**src/rtl/collision_resolver.sv**
```systemverilog
// Tile-map collision resolver: moves an entity box by its net velocity, probes the
// leading edge per axis (X then Y) and clamps against solid tiles. Optional COLLISION_SCROLL_EN.
module collision_resolver #(
    parameter int TILE_LOG2 = 4,
    parameter int MAP_COLS  = 40,
    parameter int MAP_ROWS  = 30,
    parameter int SPR_W     = 16,
    parameter int SPR_H     = 16,
    parameter int V_W       = 6,
    parameter int DATA_W    = 5
) (
    input  logic              Clk,
    input  logic              Reset_n,
    input  logic              start,
    output logic              busy,
    output logic              done,
    input  logic [9:0]        X_Pos,
    input  logic [9:0]        Y_Pos,
    input  logic [V_W-1:0]    Right_V,
    input  logic [V_W-1:0]    Left_V,
    input  logic [V_W-1:0]    Up_V,
    input  logic [V_W-1:0]    Down_V,
`ifdef COLLISION_SCROLL_EN
    input  logic [11:0]       scroll_x,
`endif
    output logic [10:0]       map_addr,
    input  logic [DATA_W-1:0] map_data,
    output logic [9:0]        X_Out,
    output logic [9:0]        Y_Out,
    output logic              hit_left,
    output logic              hit_right,
    output logic              hit_up,
    output logic              hit_down
);
    localparam int CW = 16;
    localparam int PX = SPR_H / (2 ** TILE_LOG2) + 1;
    localparam int PY = SPR_W / (2 ** TILE_LOG2) + 1;
    localparam logic [7:0]     PX_END  = 8'(PX);
    localparam logic [7:0]     PY_END  = 8'(PY);
    localparam logic [7:0]     PX_LAST = 8'(PX - 1);
    localparam logic [7:0]     PY_LAST = 8'(PY - 1);
    localparam logic [V_W-1:0] VMAX    = V_W'((1 << TILE_LOG2) - 1);

    localparam logic [2:0] S_IDLE   = 3'd0;
    localparam logic [2:0] S_NETV   = 3'd1;
    localparam logic [2:0] S_XPROBE = 3'd2;
    localparam logic [2:0] S_XRES   = 3'd3;
    localparam logic [2:0] S_YPROBE = 3'd4;
    localparam logic [2:0] S_YRES   = 3'd5;
    localparam logic [2:0] S_DONE   = 3'd6;

    logic [2:0]           r_state, w_state_nxt;
    logic [7:0]           r_cnt, w_k;
    logic signed [CW-1:0] r_xn, r_yn;
    logic [9:0]           r_y;
    logic                 r_xmove, r_xpos, r_ymove, r_ypos;
    logic                 r_solid, r_oob_cur, r_oob_prv;
    logic signed [CW-1:0] w_scroll, w_wx, w_xlead, w_ylead;
    logic signed [CW-1:0] w_x_res, w_y_res, w_xsrc;
    logic signed [CW-1:0] w_lead, w_base, w_last, w_idx, w_row, w_col;
    logic signed [31:0]   w_lin;
    logic                 w_hl, w_hr, w_hu, w_hd, w_oob, w_load, w_probe;
    logic                 w_unused;

    // Position moved by the clamped net speed (positive direction minus negative one).
    function automatic logic signed [CW-1:0] f_move(input logic [9:0] pos,
                                                    input logic [V_W-1:0] v_pos,
                                                    input logic [V_W-1:0] v_neg);
        logic [V_W-1:0]       mag;
        logic signed [CW-1:0] base;
        base = signed'(CW'(pos));
        if (v_pos >= v_neg) mag = v_pos - v_neg;
        else                mag = v_neg - v_pos;
        if (mag > VMAX) mag = VMAX;
        else            mag = mag;
        if (v_pos >= v_neg) f_move = base + signed'(CW'(mag));
        else                f_move = base - signed'(CW'(mag));
    endfunction

`ifdef COLLISION_SCROLL_EN
    logic [11:0] r_scroll;
    // Scroll offset captured with the request.
    always_ff @(posedge Clk or negedge Reset_n) begin
        if (!Reset_n)                       r_scroll <= 12'd0;
        else if (r_state == S_IDLE && start) r_scroll <= scroll_x;
        else                                r_scroll <= r_scroll;
    end
    assign w_scroll = signed'(CW'(r_scroll));
`else
    assign w_scroll = {CW{1'b0}};
`endif

    assign w_probe = (r_state == S_XPROBE) || (r_state == S_YPROBE);
    assign w_load  = (r_state == S_NETV   && r_xmove) || (r_state == S_XPROBE && r_cnt < PX_LAST) ||
                     (r_state == S_XRES   && r_ymove) || (r_state == S_YPROBE && r_cnt < PY_LAST);
    assign w_wx    = r_xn + w_scroll;
    assign w_xlead = r_xpos ? ((w_wx + CW'(SPR_W - 1)) >>> TILE_LOG2) : (w_wx >>> TILE_LOG2);
    assign w_ylead = r_ypos ? ((r_yn + CW'(SPR_H - 1)) >>> TILE_LOG2) : (r_yn >>> TILE_LOG2);
    assign w_xsrc  = (r_state == S_XRES) ? w_x_res : signed'(CW'(X_Out));
    assign w_unused = ^{map_data[DATA_W-1:1], w_lin[31:11], w_y_res[CW-1:10]};

    // State sequencing; probe states last one cycle per address plus one for the final data.
    always_comb begin
        w_state_nxt = r_state;
        case (r_state)
            S_IDLE:   if (start) w_state_nxt = S_NETV; else w_state_nxt = S_IDLE;
            S_NETV:   if (r_xmove) w_state_nxt = S_XPROBE; else w_state_nxt = S_XRES;
            S_XPROBE: if (r_cnt == PX_END) w_state_nxt = S_XRES; else w_state_nxt = S_XPROBE;
            S_XRES:   if (r_ymove) w_state_nxt = S_YPROBE; else w_state_nxt = S_YRES;
            S_YPROBE: if (r_cnt == PY_END) w_state_nxt = S_YRES; else w_state_nxt = S_YPROBE;
            S_YRES:   w_state_nxt = S_DONE;
            S_DONE:   w_state_nxt = S_IDLE;
            default:  w_state_nxt = S_IDLE;
        endcase
    end

    // Next probe address: leading-edge line crossed with the box span, clipped to its last tile.
    always_comb begin
        if (w_probe) w_k = r_cnt + 8'd1;
        else         w_k = 8'd0;
        if (r_state == S_NETV || r_state == S_XPROBE) begin
            w_lead = w_xlead;
            w_base = signed'(CW'(r_y)) >>> TILE_LOG2;
            w_last = (signed'(CW'(r_y)) + CW'(SPR_H - 1)) >>> TILE_LOG2;
        end else begin
            w_lead = w_ylead;
            w_base = (w_xsrc + w_scroll) >>> TILE_LOG2;
            w_last = (w_xsrc + w_scroll + CW'(SPR_W - 1)) >>> TILE_LOG2;
        end
        w_idx = w_base + signed'(CW'(w_k));
        if (w_idx > w_last) w_idx = w_last;
        else                w_idx = w_idx;
        if (r_state == S_NETV || r_state == S_XPROBE) begin
            w_row = w_idx;
            w_col = w_lead;
        end else begin
            w_row = w_lead;
            w_col = w_idx;
        end
        w_oob = w_row[CW-1] | w_col[CW-1] | (w_row >= CW'(MAP_ROWS)) | (w_col >= CW'(MAP_COLS));
        w_lin = 32'(w_row) * MAP_COLS + 32'(w_col);
    end

    // X resolution; leaving the screen to the left overrides any tile result.
    always_comb begin
        w_x_res = r_xn;
        w_hl    = 1'b0;
        w_hr    = 1'b0;
        if (!r_xmove) begin
            w_x_res = r_xn;
        end else if (r_xpos) begin
            if (r_solid) begin
                w_x_res = (w_xlead <<< TILE_LOG2) - w_scroll - CW'(SPR_W);
                w_hr    = 1'b1;
            end else begin
                w_x_res = r_xn;
            end
        end else if (r_xn[CW-1]) begin
            w_x_res = {CW{1'b0}};
            w_hl    = 1'b1;
        end else if (r_solid) begin
            w_x_res = ((w_xlead + CW'(1)) <<< TILE_LOG2) - w_scroll;
            w_hl    = 1'b1;
        end else begin
            w_x_res = r_xn;
        end
    end

    // Y resolution, same rules in screen rows.
    always_comb begin
        w_y_res = r_yn;
        w_hu    = 1'b0;
        w_hd    = 1'b0;
        if (!r_ymove) begin
            w_y_res = r_yn;
        end else if (r_ypos) begin
            if (r_solid) begin
                w_y_res = (w_ylead <<< TILE_LOG2) - CW'(SPR_H);
                w_hd    = 1'b1;
            end else begin
                w_y_res = r_yn;
            end
        end else if (r_yn[CW-1]) begin
            w_y_res = {CW{1'b0}};
            w_hu    = 1'b1;
        end else if (r_solid) begin
            w_y_res = (w_ylead + CW'(1)) <<< TILE_LOG2;
            w_hu    = 1'b1;
        end else begin
            w_y_res = r_yn;
        end
    end

    // Request capture: velocities are folded into target positions at the start edge.
    always_ff @(posedge Clk or negedge Reset_n) begin
        if (!Reset_n) begin
            r_xn <= {CW{1'b0}};  r_yn <= {CW{1'b0}};  r_y <= 10'd0;
            r_xmove <= 1'b0; r_xpos <= 1'b0; r_ymove <= 1'b0; r_ypos <= 1'b0;
        end else if (r_state == S_IDLE && start) begin
            r_xn    <= f_move(X_Pos, Right_V, Left_V);
            r_yn    <= f_move(Y_Pos, Down_V, Up_V);
            r_y     <= Y_Pos;
            r_xmove <= (Right_V != Left_V);
            r_xpos  <= (Right_V > Left_V);
            r_ymove <= (Down_V != Up_V);
            r_ypos  <= (Down_V > Up_V);
        end else begin
            r_xn <= r_xn;  r_yn <= r_yn;  r_y <= r_y;
            r_xmove <= r_xmove; r_xpos <= r_xpos; r_ymove <= r_ymove; r_ypos <= r_ypos;
        end
    end

    // FSM, probe bookkeeping and registered outputs.
    always_ff @(posedge Clk or negedge Reset_n) begin
        if (!Reset_n) begin
            r_state   <= S_IDLE;  r_cnt <= 8'd0;
            busy      <= 1'b0;    done  <= 1'b0;
            map_addr  <= 11'd0;   r_oob_cur <= 1'b0; r_oob_prv <= 1'b0; r_solid <= 1'b0;
            X_Out     <= 10'd0;   Y_Out <= 10'd0;
            hit_left  <= 1'b0;    hit_right <= 1'b0; hit_up <= 1'b0; hit_down <= 1'b0;
        end else begin
            r_state <= w_state_nxt;
            busy    <= (w_state_nxt != S_IDLE);
            done    <= (w_state_nxt == S_DONE);
            if (w_probe && w_state_nxt == r_state) r_cnt <= r_cnt + 8'd1;
            else                                   r_cnt <= 8'd0;
            if (w_load) begin
                map_addr  <= w_lin[10:0];
                r_oob_cur <= w_oob;
            end else begin
                map_addr  <= map_addr;
                r_oob_cur <= r_oob_cur;
            end
            r_oob_prv <= r_oob_cur;
            if (r_state == S_NETV || r_state == S_XRES) r_solid <= 1'b0;
            else if (w_probe && r_cnt != 8'd0)           r_solid <= r_solid | r_oob_prv | ~map_data[0];
            else                                         r_solid <= r_solid;
            if (r_state == S_XRES) begin
                X_Out <= w_x_res[9:0];  hit_left <= w_hl;  hit_right <= w_hr;
            end else begin
                X_Out <= X_Out;         hit_left <= hit_left; hit_right <= hit_right;
            end
            if (r_state == S_YRES) begin
                Y_Out <= w_y_res[9:0];  hit_up <= w_hu;  hit_down <= w_hd;
            end else begin
                Y_Out <= Y_Out;         hit_up <= hit_up; hit_down <= hit_down;
            end
        end
    end
endmodule

```
**config.mk**
```make
export PLATFORM = sky130hd
export DESIGN_NAME = collision_resolver
export DESIGN_NICKNAME = d
export VERILOG_FILES = /design/src/rtl/collision_resolver.sv
export SDC_FILE = /design/constraint.sdc
export NUM_CORES = 1
export LEC_CHECK = 0
export ABC_CLOCK_PERIOD_IN_PS = 9250
export CAP_MARGIN = 30
export CORE_MARGIN = 2
export CORE_UTILIZATION = 50
export CTS_CLUSTER_DIAMETER = 40
export DETAILED_ROUTE_END_ITERATION = 10
export PLACE_DENSITY = 0.69
export SYNTH_ARGS = -nofsm -noshare
export SYNTH_HDL_FRONTEND = slang
export SYNTH_SLANG_ARGS = --single-unit
export TNS_END_PERCENT = 20
```
**constraint.sdc**
```tcl
create_clock -name Clk -period 9.25 [get_ports Clk]
set_clock_uncertainty 0.05 [all_clocks]
set_input_delay 1.3875 -clock Clk [delete_from_list [all_inputs] [get_ports Clk]]
set_output_delay 1.3875 -clock Clk [all_outputs]
set_load 0.02 [all_outputs]
```
==> results of run 1 <==
## state kept, by name, summed over array words and instances (netlist names), 3 cells and up
register and count:
r_xn 12, r_yn 12, map_addr 11, X_Out 10
Y_Out 10, r_y 10, r_cnt 8, r_state 3
## per-stage QoR
step                util [%]  std cells
finish                  58.5       1499
global route            58.5       1499
CTS                     58.2       1499
detailed placement      56.4       1483
global placement        56.3       1482
floorplan                  -       1206
## cell usage in the layout, fill, tap and decap left out, types with 35 or more instances in the layout
master,Yosys,layout
sky130_fd_sc_hd__clkdlybuf4s50_1,0,83
sky130_fd_sc_hd__dfrtp_1,89,89
sky130_fd_sc_hd__nor2_1,91,91
sky130_fd_sc_hd__xnor2_1,46,45
sky130_fd_sc_hd__nor3_1,35,35
sky130_fd_sc_hd__a21oi_1,72,70
sky130_fd_sc_hd__o21ai_0,73,72
sky130_fd_sc_hd__nand2_1,165,165
sky130_fd_sc_hd__ha_1,89,88
sky130_fd_sc_hd__inv_1,72,72
sky130_fd_sc_hd__nand3_1,44,44
## Yosys cell counts, types with 5 or more instances
| cell | number | area (sq um) |
|---|---|---|
| sky130_fd_sc_hd__nor3_1 | 35 | 175 |
| sky130_fd_sc_hd__a21o_1 | 16 | 120 |
| sky130_fd_sc_hd__a21oi_1 | 72 | 360 |
| sky130_fd_sc_hd__and3_1 | 12 | 75.1 |
| sky130_fd_sc_hd__a31oi_1 | 14 | 87.6 |
| sky130_fd_sc_hd__ha_1 | 89 | 1110 |
| sky130_fd_sc_hd__clkbuf_1 | 38 | 143 |
| sky130_fd_sc_hd__nor4_1 | 13 | 81.3 |
| sky130_fd_sc_hd__and4_1 | 5 | 43.8 |
| sky130_fd_sc_hd__xnor2_1 | 46 | 403 |
| sky130_fd_sc_hd__dfrtp_1 | 89 | 2230 |
| sky130_fd_sc_hd__buf_4 | 9 | 67.6 |
| sky130_fd_sc_hd__o41ai_1 | 5 | 43.8 |
| sky130_fd_sc_hd__or4_1 | 6 | 45.0 |
| sky130_fd_sc_hd__a211oi_1 | 7 | 52.6 |
| sky130_fd_sc_hd__nand4b_1 | 7 | 61.3 |
| sky130_fd_sc_hd__nand2_1 | 165 | 619 |
| sky130_fd_sc_hd__a22oi_1 | 5 | 37.5 |
| sky130_fd_sc_hd__mux2i_1 | 12 | 120 |
| sky130_fd_sc_hd__o21a_1 | 13 | 97.6 |
| sky130_fd_sc_hd__and2_1 | 15 | 93.8 |
| sky130_fd_sc_hd__o21bai_1 | 13 | 97.6 |
| sky130_fd_sc_hd__o211ai_1 | 10 | 75.1 |
| sky130_fd_sc_hd__nand3_1 | 44 | 220 |
| sky130_fd_sc_hd__nor2b_1 | 15 | 93.8 |
| sky130_fd_sc_hd__a221oi_1 | 5 | 43.8 |
| sky130_fd_sc_hd__nand2b_1 | 9 | 56.3 |
| sky130_fd_sc_hd__nor2_1 | 91 | 342 |
| sky130_fd_sc_hd__o21ai_0 | 73 | 365 |
| sky130_fd_sc_hd__buf_2 | 10 | 50.1 |
| sky130_fd_sc_hd__fa_1 | 11 | 220 |
| sky130_fd_sc_hd__or3_1 | 5 | 31.3 |
| sky130_fd_sc_hd__nand4_1 | 19 | 119 |
| sky130_fd_sc_hd__mux2_2 | 10 | 113 |
| sky130_fd_sc_hd__o21ai_1 | 9 | 45.0 |
| sky130_fd_sc_hd__xor2_1 | 24 | 210 |
| sky130_fd_sc_hd__inv_1 | 72 | 270 |
## layout make-up
class,instances,area [sq um]
Timing Repair Buffer,104,1010
Clock buffer,10,239
Inverter,76,285
Clock inverter,6,105
Sequential cell,89,2230
Multi-Input combinational cell,980,6790
Tap cell,234,293
Fill cell,1764,7760
## timing repair
action | CTS | global route
hold endpoints to repair | 0 | 0
setup endpoints to repair | 0 | 1
setup buffers | 0 | 0
resized for setup | 0 | 9
## worst register-to-register path, delay by kind of cell (launching register included)
| kind | cells | cell delay [ps] |
|---|---|---|
| multiplexers | 1 | 270 |
| AND/OR/NAND/NOR | 8 | 1120 |
| adder cells (fa/ha/maj) | 5 | 1720 |
| flip-flops | 1 | 440 |
| buffers and inverters | 2 | 370 |
| AO/OA/AOI/OAI | 14 | 3210 |
| XOR/XNOR | 7 | 1330 |
## routing by layer
layer / track usage, % / vias to the layer above / routed length, microns
met5: 0 / - / 0
met4: 8.26 / 0 / 614
met3: 3.64 / 41 / 1140
met2: 43.0 / 260 / 11900
met1: 35.5 / 4239 / 12100
li1: - / 4432 / -
## logic make-up (layout without fill, tap and decap cells)
kind of cell,count (synthesis),count (layout)
other,2,8
muxes,23,23
and+or+nand+nor,463,463
buffers and inverters,137,196
adders and majority gates,100,100
xor gates and xnor gates,72,72
DFF,89,89
AOI/OAI and AO/OA,314,314
## final timing paths
| path | from | end | slack [ps] | cells after the start |
|---|---|---|---|---|
| worst min-delay path | r_oob_cur | r_oob_prv | 410 | 0 |
| worst min register to register | r_oob_cur | r_oob_prv | 410 | 0 |
| max in group asynchronous | Reset_n | r_yn[2] | 7080 | 2 |
| worst max register to register | r_xn[1] | map_addr[10] | 630 | 37 |
| min in group asynchronous | Reset_n | hit_left | 890 | 1 |
| worst max-delay path | r_xn[1] | map_addr[10] | 630 | 37 |
==> results.txt, run 1 <==
The flow ran to the end, and the final reports show no timing, DRC or antenna violations. The total count of hold-check failures in the final report is 0. The number of flip-flops and latches in the synthesized netlist is 89.

The floorplan row count is 50. The share of the clock period used by the worst path came out at 93.2%. The residual antenna-violating net count after detailed routing came out at 0. For this run, design rule violations remaining after detail routing come to 0.

The number of buffers created by CTS came out at 9. Counting stages on the worst path, the most repeated cell is sky130_fd_sc_hd__xnor2_1. The largest individual stage delay along the critical path comes from the cell sky130_fd_sc_hd__o41ai_2. CTS placed an instance of sky130_fd_sc_hd__clkbuf_16 at the clock tree root. For this run, the slowest stage of the critical path takes 470 ps. The final count of negative-setup-slack endpoints is 0. The synthesized netlist devotes 23.8% of its cell area to simple gates. The H-tree was split into 3 levels. The mux share of post-synthesis cell area came out at 2.57%.

The most used flip-flop cell after synthesis is sky130_fd_sc_hd__dfrtp_1. The number of unique standard cell types used by synthesis came out at 98. Setup repair after global routing left no endpoint under its margin. The Yosys step of the flow raised 0 warnings.

The initial core utilization is 50.8%. Of the total synthesized cell area, the portion taken by XOR and XNOR cells is 6.85%. The number of buffer and inverter stages on the critical path is 2. The slew at the pin closest to its max-slew limit is 963 ps. The endpoint kind of the worst setup timing path is a flop. Compared with the post-synthesis result, the final layout area differs by 15.1%.

Across the run, the number of max-cap violations was 0. At the end of routability-driven placement, the weighted congestion stood at 0.920. In this run the worst hold path is classified as reg -> reg.

The number of enable flip-flop cells after synthesis is 0. The count of input and output buffers is 84. The minimum setup slack after placement is 398 ps.

The total negative setup slack is 0 ps. The worst setup slack after layout came out at 630 ps. Before antenna repair, the detailed router went through 5 iterations.

Final hold analysis gives a worst-case slack of 411 ps. The number of global-route vias before repair came out at 8411. The routed via count is 8972. The final antenna diode count came out at 0. The longest clock path from root to sink contains 2 buffers. The number of cells produced by synthesis came out at 1200. The headroom to the max-slew limit is 35.7%. The number of sinks handled by clock tree synthesis came out at 89.

The overall overflow remaining after global route came out at 0. The placement-stage cell area came out at 0.0106 sq mm. The cts-stage hold buffer count is 0. The number of max-slew violations in the final report came out at 0.

After Yosys synthesis, full adders, half adders and majority gates account for 14.0% of the synthesized area. The area of the die came out at 0.0201 sq mm. The die outline height came out at 142 microns.

The required time at the endpoint of the critical path came out at 9440 ps. The share of synthesized area occupied by flip-flops and latches is 23.4%. The later pin in the worst-skew pair is clocked with a latency of 350 ps.

After detailed routing, the average wire length per cell comes to 17.2 microns. The initial antenna violation count is 0. The mean area per synthesized cell is 7.93 sq um. The critical path in this run is classified as reg -> reg. The all-layer global routing usage came out at 26.1%. The number of DRC violations after detailed-routing iteration 0 came out at 625.

The global-route wire length before repair came out at 42300 microns. Broken down by cell family, the worst path's largest delay share belongs to compound AO/OA/AOI/OAI gates. From left edge to right edge, the die measures 142 microns. The wire length after detailed routing came out at 25700 microns. The summed area of non-filler cells in the final layout is 0.0109 sq mm. The TritonCTS clock tree is done. The clock transition at the registers of the reported paths is 70 ps. The placed wire-length estimate came out at 19900 microns. Along the worst path, the maximum fanout reaches 8.

Data arrives at the worst endpoint at 8810 ps. The clock period minus worst slack is 8620 ps. The fraction of layout instances using a drive strength above 1 came out at 6.80%. After synthesis, the largest family of logic cells by area is simple AND/OR/NAND/NOR gates. STA classifies the critical path startpoint as a flop. The count of nets after finishing is 1412. Summing every instance area after synthesis gives 0.00951 sq mm. The area of the core is 0.0187 sq mm.

Static timing analysis puts the maximum clock frequency at 0.116 GHz. The post-synthesis compound-gate area fraction came out at 23.3%. The count of pins on the block boundary came out at 89. The mean number of vias per cell came out at 5.99. The largest net degree at the start of global routing came out at 65. The share of synthesized registers carrying an async set or reset is 100%.
Power of run 1 is left out: the tool's default activity adds up to more than one toggle a clock period on the data nets, which glitch-free logic cannot reach.
==> inputs of run 2 (changes only) <==
- CORE_UTILIZATION: 50 -> 60
- PLACE_DENSITY: 0.69 -> 0.81
==> run 2 against run 1 <==
Clock-buffer cell count unchanged. Global-route usage rose by 3.8 points. Core utilization grew 11 points. Sequential share of layout area is 0.17 points higher. Worst hold slack worse by 75 ps. Non-clock buffer count up 1. Register-to-register slack worse by 50 ps. Die area is 16% lower. Critical path type unchanged. Highest routed layer unchanged.
==> results.txt, run 2 (synthesis gave the netlist of run 1 again) <==
In the layout the commonest cells are 165 x sky130_fd_sc_hd__nand2_1, 91 x sky130_fd_sc_hd__nor2_1, 89 x sky130_fd_sc_hd__dfrtp_1, 89 x sky130_fd_sc_hd__ha_1, 83 x sky130_fd_sc_hd__clkdlybuf4s50_1. The initial antenna violation count came out at 0. The number of levels in the clock H-tree came out at 3. The share of the clock period used by the worst path came out at 93.7%. Using the TritonRoute via totals, the vias-per-cell ratio works out to 6.09. The count of nets after finishing is 1413. The headroom to the max-slew limit is 46.3%. Counting along the longest clock path gives a buffer depth of 2. The run finished with clean final reports. The minimum setup slack after placement came out at 498 ps. The cell sitting at the root of the clock tree is a sky130_fd_sc_hd__clkbuf_16. Clock tree synthesis found a total of 89 sinks. The wire length after detailed routing is 24800 microns. After routing, the total negative slack on setup checks comes to 0 ps. The floorplan has 46 rows.

STA puts the critical path data arrival time at 8870 ps. The area of the die came out at 0.0169 sq mm. The die is 130 microns wide. Detailed routing inserted a total of 9018 vias. The overall overflow remaining after global route came out at 0. The total instance count after detailed placement is 1466. The routed design could run at a clock period as short as 8670 ps. In this run the remaining antenna-violating nets after routing total 0. The count of fill cells added during filler insertion came out at 1272. The category of the most critical setup path is reg -> reg. The peak fanout along the critical path is 11. The area of the core is 0.0157 sq mm. TritonCTS built the clock tree. For this configuration, the core starts out at a cell density of 60.5%. The number of DRC violations after detailed-routing iteration 0 is 771. During placement, the flow inserted port buffers numbering 84. In this run the vertical extent of the chip is 130 microns.

On the final layout, the worst hold slack is 337 ps. The count of pins on the block boundary is 89. The first global-routing pass estimated 40500 microns of wire.

The iteration count of the initial detailed-routing pass is 7. The worst setup path is launched from a flop. The number of max-slew violations in the final report came to 0. Data on the critical path is required at its endpoint by 9450 ps. The min-delay analysis places its worst path in the category reg -> reg. In this design, the stage delay of the slowest critical-path cell is 460 ps.

STA classifies the critical path endpoint as a flop. For the worst-skew pair, the clock arrives at the later sink with an insertion delay of 360 ps. The cell type of the slowest stage on the worst timing path is sky130_fd_sc_hd__dfrtp_1. In the routed design, unresolved DRC markers number 0. The largest registers in the layout are r_xn x12, r_yn x12, map_addr x11. The maximum clock rate is 0.115 GHz.

Detailed placement finished with a half-perimeter wire length of 19100 microns. After layout, the worst setup slack is 578 ps. The final count of negative-setup-slack endpoints came out at 0.

The number of buffers created by CTS came out at 9. The weighted congestion at the end of routability-driven global placement came out at 0.955. The fraction of layout instances using a drive strength above 1 came out at 6.56%. Max-cap violations in this run came to 0.

The total count of hold-check failures in the final report came out at 0. Dividing the detail-routed wire length by the instance count gives 16.7 microns. The clock transition at the registers of the reported paths came out at 70 ps. Setup repair after global routing left no endpoint under its margin.

The number of global-route vias before repair came out at 8176. The filler-free cell count of the finished design is 1482. The slew at the pin closest to its max-slew limit is 806 ps.

The largest net degree at the start of global routing came out at 65. The library cell used most frequently in the layout, excluding fill and tap cells, is sky130_fd_sc_hd__nand2_1. The layout overhead on the synthesized area is 14.1%. Across every metal layer, demand over resource in global routing totals 29.9%.

The number of antenna diodes in the final layout is 0.
[run 2: cell count changes in the layout (fill, tap and decap cells not counted), moves of 2 or more]
cell / delta
sky130_fd_sc_hd__clkinv_4: +3
sky130_fd_sc_hd__bufinv_16: -3
sky130_fd_sc_hd__inv_6: +2
sky130_fd_sc_hd__clkinv_2: -3
[run 2: final timing paths]
check	endpoint	cells past startpoint	slack (ps)	from
max	map_addr[10]	38	580	r_xn[1]
min	r_oob_prv	0	340	r_oob_cur
max reg2reg	map_addr[10]	38	580	r_xn[1]
min reg2reg	r_oob_prv	0	340	r_oob_cur
max in group asynchronous	r_yn[2]	2	7120	Reset_n
min in group asynchronous	X_Out[6]	1	890	Reset_n
[run 2: layout make-up]
class,instances,area [sq um],share of cell area [%]
repair buffers,105,1020,9.36
clock buffers,10,229,2.11
multi-input cells,980,6780,62.4
inverters,76,285,2.63
well taps,216,270,2.49
clock inverters,6,51.3,0.473
flip-flops and latches,89,2230,20.5
[run 2: timing repair]
action / 4_1_cts / 5_1_grt
resized for setup: 0 / 7
hold buffers: 0 / 0
setup endpoints to repair: 0 / 1
setup buffers: 0 / 0
[run 2: per-stage QoR]
stage                     util [%]  cell area, sq um
after global placement        66.9             10500
after CTS                     68.8             10800
after detailed placement      67.1             10500
after floorplan                  -              9530
final                         69.1             10900
after global routing          69.1             10900
[run 2: layer usage]
layer	track usage [%]	wire length [microns]	share of wire [%]	up-vias
li1	-	-	-	4434
met1	41.4	11200	45	4190
met2	46.7	11200	45	332
met3	5.82	1640	6.6	62
met4	10.8	739	3.0	0
met5	0	0	0	-
[run 2: critical path: cells and delay by family, from the launching register on]
family / cells / cell delay, ps
compound gates: 17 / 3720
fa+ha+maj: 5 / 1470
xor+xnor: 7 / 1270
simple gates: 6 / 990
flops: 1 / 460
buf+inv: 2 / 310
mux: 1 / 270
Power of run 2 is left out for the same reason.
